`config.mk`:
```
export PLATFORM = sky130hd
export DESIGN_NAME = uart_word_loader_flat
export DESIGN_NICKNAME = d
export VERILOG_FILES = /design/src/rtl/uart_word_loader_if.sv /design/src/rtl/uart_word_loader.sv /design/src/flat_wrapper.sv
export SDC_FILE = /design/constraint.sdc
export NUM_CORES = 1
export LEC_CHECK = 0
export CAP_MARGIN = 0
export CORE_ASPECT_RATIO = 0.5
export CORE_MARGIN = 2
export CORE_UTILIZATION = 40
export CTS_CLUSTER_DIAMETER = 60
export DETAILED_ROUTE_END_ITERATION = 10
export HOLD_SLACK_MARGIN = 0.1
export PLACE_DENSITY_LB_ADDON = 0.05
export REMOVE_ABC_BUFFERS = 1
export SLEW_MARGIN = 0
export SYNTH_ARGS = -nofsm -noshare
export SYNTH_HDL_FRONTEND = slang
export SYNTH_SLANG_ARGS = --single-unit
```
`constraint.sdc`:
```
create_clock -name clk -period 2.3 [get_ports clk]
set_clock_uncertainty 0.1 [all_clocks]
set_input_delay 0.69 -clock clk [delete_from_list [all_inputs] [get_ports clk]]
set_output_delay 0.69 -clock clk [all_outputs]
set_load 0.02 [all_outputs]
```
`src/rtl/uart_word_loader_if.sv`:
```
// Bus between uart_word_loader and its UART pair and mem_single.
// The master side is the loader itself.
interface uart_word_loader_if #(
  parameter int WIDTH = 32,
  parameter int DEPTH = 8
);
  logic [7:0]       rx_data;
  logic             rx_done;
  logic [DEPTH-1:0] mem_address;
  logic [WIDTH-1:0] mem_data;
  logic             mem_wr_en;
  logic [WIDTH-1:0] mem_q;
  logic             tx_start;
  logic [7:0]       tx_data;
  logic             tx_done;
  logic             busy;
  logic             done;

  modport master (
    input  rx_data,
    input  rx_done,
    input  mem_q,
    input  tx_done,
    output mem_address,
    output mem_data,
    output mem_wr_en,
    output tx_start,
    output tx_data,
    output busy,
    output done
  );

  modport slave (
    output rx_data,
    output rx_done,
    output mem_q,
    output tx_done,
    input  mem_address,
    input  mem_data,
    input  mem_wr_en,
    input  tx_start,
    input  tx_data,
    input  busy,
    input  done
  );
endinterface

```
`src/rtl/uart_word_loader.sv`:
```
// Packs UART bytes into words, writes them to mem_single,
// then reads every word back and streams it out byte by byte.
module uart_word_loader #(
  parameter int WIDTH   = 32,
  parameter int DEPTH   = 8,
  parameter int N_WORDS = 8
) (
  input  logic             clk,
  input  logic             reset,
  uart_word_loader_if.master bus
);
  localparam int BYTES = WIDTH / 8;
  localparam int BCW   = $clog2(BYTES + 1);

  localparam logic [BCW-1:0] B_LAST = BCW'(BYTES - 1);
  localparam logic [DEPTH:0] W_LAST = (DEPTH+1)'(N_WORDS - 1);

  typedef enum logic [2:0] {
    S_LOAD,
    S_WRITE,
    S_RD_ADDR,
    S_RD_WAIT,
    S_SEND,
    S_WAIT_TX,
    S_DONE
  } state_t;

  state_t           state_q, state_d;
  logic [DEPTH:0]   word_cnt_q, word_cnt_d;
  logic [BCW-1:0]   byte_cnt_q, byte_cnt_d;
  logic [WIDTH-1:0] shreg_q, shreg_d;

  always_ff @(posedge clk) begin
    if (reset) begin
      state_q    <= S_LOAD;
      word_cnt_q <= '0;
      byte_cnt_q <= '0;
      shreg_q    <= '0;
    end else begin
      state_q    <= state_d;
      word_cnt_q <= word_cnt_d;
      byte_cnt_q <= byte_cnt_d;
      shreg_q    <= shreg_d;
    end
  end

  always_comb begin
    state_d    = state_q;
    word_cnt_d = word_cnt_q;
    byte_cnt_d = byte_cnt_q;
    shreg_d    = shreg_q;
    unique case (state_q)
      S_LOAD: begin
        if (bus.rx_done) begin
          for (int i = 0; i < BYTES; i++) begin
            if (byte_cnt_q == BCW'(i)) begin
              shreg_d[8*i +: 8] = bus.rx_data;
            end
          end
          byte_cnt_d = byte_cnt_q + 1'b1;
          if (byte_cnt_q == B_LAST) begin
            state_d = S_WRITE;
          end
        end
      end
      S_WRITE: begin
        byte_cnt_d = '0;
        if (word_cnt_q == W_LAST) begin
          word_cnt_d = '0;
          state_d    = S_RD_ADDR;
        end else begin
          word_cnt_d = word_cnt_q + 1'b1;
          state_d    = S_LOAD;
        end
      end
      S_RD_ADDR: begin
        state_d = S_RD_WAIT;
      end
      S_RD_WAIT: begin
        shreg_d    = bus.mem_q;
        byte_cnt_d = '0;
        state_d    = S_SEND;
      end
      S_SEND: begin
        state_d = S_WAIT_TX;
      end
      S_WAIT_TX: begin
        if (bus.tx_done) begin
          if (byte_cnt_q == B_LAST) begin
            // park the lane index so tx_data never points past the word
            byte_cnt_d = '0;
            word_cnt_d = word_cnt_q + 1'b1;
            if (word_cnt_q == W_LAST) begin
              state_d = S_DONE;
            end else begin
              state_d = S_RD_ADDR;
            end
          end else begin
            byte_cnt_d = byte_cnt_q + 1'b1;
            state_d    = S_SEND;
          end
        end
      end
      S_DONE: begin
        state_d = S_DONE;
      end
      default: begin
        state_d = S_LOAD;
      end
    endcase
  end

  always_comb begin
    bus.mem_address = word_cnt_q[DEPTH-1:0];
    bus.mem_data    = shreg_q;
    bus.mem_wr_en   = (state_q == S_WRITE);
    bus.tx_start    = (state_q == S_SEND);
    bus.tx_data     = 8'h00;
    for (int i = 0; i < BYTES; i++) begin
      if (byte_cnt_q == BCW'(i)) begin
        bus.tx_data = shreg_q[8*i +: 8];
      end
    end
    bus.done = (state_q == S_DONE);
    if (state_q == S_LOAD) begin
      bus.busy = (byte_cnt_q != '0);
    end else begin
      bus.busy = (state_q != S_DONE);
    end
  end
endmodule

```
`src/flat_wrapper.sv`:
```
// flat-port wrapper written by rule: the top's interface ports become plain ports
module uart_word_loader_flat 
#(
  parameter int WIDTH   = 32,
  parameter int DEPTH   = 8,
  parameter int N_WORDS = 8
)
  (clk, reset, bus_rx_data, bus_rx_done, bus_mem_q, bus_tx_done, bus_mem_address, bus_mem_data, bus_mem_wr_en, bus_tx_start, bus_tx_data, bus_busy, bus_done);
  uart_word_loader_if #(.WIDTH(WIDTH), .DEPTH(DEPTH)) bus_i ();
  input  logic clk;
  input  logic reset;
  input wire logic [$bits(bus_i.rx_data)-1:0] bus_rx_data;
  input wire logic [$bits(bus_i.rx_done)-1:0] bus_rx_done;
  input wire logic [$bits(bus_i.mem_q)-1:0] bus_mem_q;
  input wire logic [$bits(bus_i.tx_done)-1:0] bus_tx_done;
  output wire logic [$bits(bus_i.mem_address)-1:0] bus_mem_address;
  output wire logic [$bits(bus_i.mem_data)-1:0] bus_mem_data;
  output wire logic [$bits(bus_i.mem_wr_en)-1:0] bus_mem_wr_en;
  output wire logic [$bits(bus_i.tx_start)-1:0] bus_tx_start;
  output wire logic [$bits(bus_i.tx_data)-1:0] bus_tx_data;
  output wire logic [$bits(bus_i.busy)-1:0] bus_busy;
  output wire logic [$bits(bus_i.done)-1:0] bus_done;
  assign bus_i.rx_data = bus_rx_data;
  assign bus_i.rx_done = bus_rx_done;
  assign bus_i.mem_q = bus_mem_q;
  assign bus_i.tx_done = bus_tx_done;
  assign bus_mem_address = bus_i.mem_address;
  assign bus_mem_data = bus_i.mem_data;
  assign bus_mem_wr_en = bus_i.mem_wr_en;
  assign bus_tx_start = bus_i.tx_start;
  assign bus_tx_data = bus_i.tx_data;
  assign bus_busy = bus_i.busy;
  assign bus_done = bus_i.done;
  uart_word_loader #(.WIDTH(WIDTH), .DEPTH(DEPTH), .N_WORDS(N_WORDS)) u_core (.clk(clk), .reset(reset), .bus(bus_i));
endmodule
```
==> results.toml <==
[power_and_ir_drop]
power_frac_comb_pct = 21.5
ir_drop_uv = 264
switchingPower_mw = 0.548
p_per_area_nw_per_um2 = 486
power.internal_mw = 1.60
total_power_mw = 2.15
pwr-share-seq_pct = 40.0
p_clk_share_pct = 38.6
swShare_pct = 25.5
p_leak_nw = 1.83

[synthesis]
yosys_warnings = 0
yosysSeqAreaShare_pct = 32.6
ys_seq_elements = 47
synth_top_family_by_area = "compound AO/OA/AOI/OAI gates"
ys_dominant_reg_cell = "dfxtp_1"
synthCells = 350
synth_area_leaders = "dfxtp_1, mux2i_1, a21oi_1"
synth-xor-area-share_pct = 1.82
synthMuxAreaShare_pct = 8.32
synthArstFlopShare_pct = 0
yosysTopAreaCellShare_pct = 32.6
synth_area_per_cell_sq_um = 8.25
synthSimpleGateAreaFrac_pct = 22.5
yosysMostFrequentCell = "dfxtp_1"
synthAdderAreaFrac_pct = 3.03
synth_edf_count = 0
yosysUniqueCellTypes = 48
yosys.area.top_type = "dfxtp_1"
synth_area_sq_um = 2890
yosys-top-cells-count = "dfxtp_1, a21oi_1, o21ai_0, nand2_1"
synth-compound-area-share_pct = 23.7

[global_route]
overflow = 0
grt_pass1_vias = 2843
grt_max_degree = 65
antenna_found_initial = 0
grt_usage_pct = 23.5
grt_pass1_wl_mm = 14.4

[clock_tree]
cts-root-buf = "clkbuf_16"
cts_tree = "yes"
cts_buffers = 5
cts_hold_buf = 0
clk_latency_ns = 0.29
cts.htree.levels = 2
clock-sinks = 47
clkTransAtPathRegs_ns = 0.06
clockBufferDepth = 2

[detailed_routing]
drt_iter0_drc = 136
via_count = 3022
wl_mm = 9.20
first_pass_iters = 4
drt-vias-per-instance = 5.53
drc_errors = 0
antenna_left = 0
wl_per_cell_um = 16.8

[sta]
post-route-period-util_pct = 108
whs_ns = 0.383
slew_headroom_pct = 70.0
hold_viol = 0
setup_viol = 9
tightest_slew_ns = 0.449
rsz0062_at_grt = "yes"
drv_slew = 0
layout_setup_ws_ns = -0.192
min_period_ns = 2.49
max_freq_mhz = 401

[placement]
dpl.hpwl_mm = 6.05
placed_area_sq_um = 4060
port_buffers = 95
post-place-ws_ns = -0.409
place_inst = 533
gp_congestion = 0.747

[cells_and_area]
diodes = 0
fin_area_sq_um = 4430
fin_nets = 505
drive_gt1_share_pct = 17.8
area_growth_pct = 53.3
final_cells = 546

[die]
ios = 96
floorplan.initialDensity_pct = 42.3
die_w_um = 124
rows = 21
die-area_sq_um = 7960
die_h_um = 64.1
core_sq_um = 6830

[setup_path]
critical_path_class = "flop to primary output"
timing.critical_path.slowest_stage_cell = "dfxtp_4"
crit_path_max_incr_delay_ns = 0.39
worst_ep_arrival_time_ns = 1.70
critPathLaunchType = "flop"
worstPathCellList = "inv_4 -> ha_4 -> buf_6 -> and3b_1 -> a21oi_2 -> o21ai_1 -> a22o_1 -> buf_6"
cp_num_buf_inv = 3
endpoint_kind = "primary output"
critPathMostFrequentCell = "buf_6"
critical-path-top-delay-family = "flip-flops"
required_ns = 1.51
worstPathMaxFanout = 5

[outcome]
status = "complete, but fails checks"
violations = "negative setup slack"

[flow_run]
maxCapViolCount = 0

[min_path]
min_path_type = "flop to flop"
layout by cell type (no fill, tap or decap), types with 5 or more instances in the layout:
cell,n
a21oi_1,33
a21oi_2,9
a22o_1,9
a311oi_1,10
and3b_1,8
buf_12,7
buf_4,23
buf_6,14
clkbuf_16,6
clkdlybuf4s50_1,83
dfxtp_1,44
inv_1,5
mux2i_1,24
nand2_1,31
nor2_1,23
o21ai_0,27
o21ai_1,8
or3_1,24
layer usage:
layer	wire, um	track usage, %
met1	4060	31.2
met2	4410	39.0
met3	691	5.36
met4	38	5.48
met5	0	0
path summary, 6_finish.rpt:
| check | startpoint | to | slack [ns] | cells past startpoint |
|---|---|---|---|---|
| worst max-delay path | u_core.byte_cnt_q[0] | bus_tx_data[2] | -0.19 | 8 |
| worst min register to register | u_core.word_cnt_q[8] | u_core.word_cnt_q[8] | 0.38 | 2 |
| worst min-delay path | u_core.word_cnt_q[8] | u_core.word_cnt_q[8] | 0.38 | 2 |
| worst max register to register | u_core.byte_cnt_q[1] | u_core.word_cnt_q[8] | 0.15 | 9 |
layout make-up:
cell class                      instances  area, sq um
Timing Repair Buffer                  132         1370
Inverter                                7         28.8
Tap cell                               92          115
Fill cell                             603         2400
Multi-Input combinational cell        261         1800
Sequential cell                        47          947
Clock inverter                          1         30.0
Clock buffer                            6          129
flip-flops by register name, indices dropped and copies added, names as in the netlist:
register and cells:
u_core.bus.mem_data 32, u_core.state_q 3, u_core.word_cnt_q 9, u_core.byte_cnt_q 3
through the flow:
step / util [%] / TNS [ns]
final: 64.8 / -1.54
after global routing: 64.8 / -2.21
after CTS: 63.9 / -1.59
after detailed placement: 59.4 / -9.09
after global placement: 59.4 / -8.24
after floorplan: - / -1.86
kinds of logic after synthesis:
| family | count (synthesis) |
|---|---|
| and+or+nand+nor | 113 |
| buffers and inverters | 42 |
| DFF | 47 |
| muxes | 24 |
| AOI/OAI and AO/OA | 111 |
| xor gates and xnor gates | 6 |
| adders and majority gates | 7 |
worst min-delay path: stages (launching register included):
cell and delay (ns):
dfxtp_1 0.32, o31ai_1 0.06, a21oi_1 0.05
power groups by stage:
| stage | Sequential, mW | Combinational, mW | Clock [mW] |
|---|---|---|---|
| after global placement | 0.875 | 0.393 | 0 |
| after global routing | 0.862 | 0.495 | 0.894 |
| final | 0.861 | 0.462 | 0.830 |
| after floorplan | 0.898 | 0.138 | 0 |
| after CTS | 0.859 | 0.449 | 0.846 |
| after detailed placement | 0.876 | 0.399 | 0 |
timing repair:
action                                  4_1_cts  5_1_grt
gates resized for setup                      89       16
endpoints found under the setup margin       12       28
setup buffers                                 2        1
gates cloned                                  2        1
pin swaps                                     9        5
(Power assumes the default switching activity.)
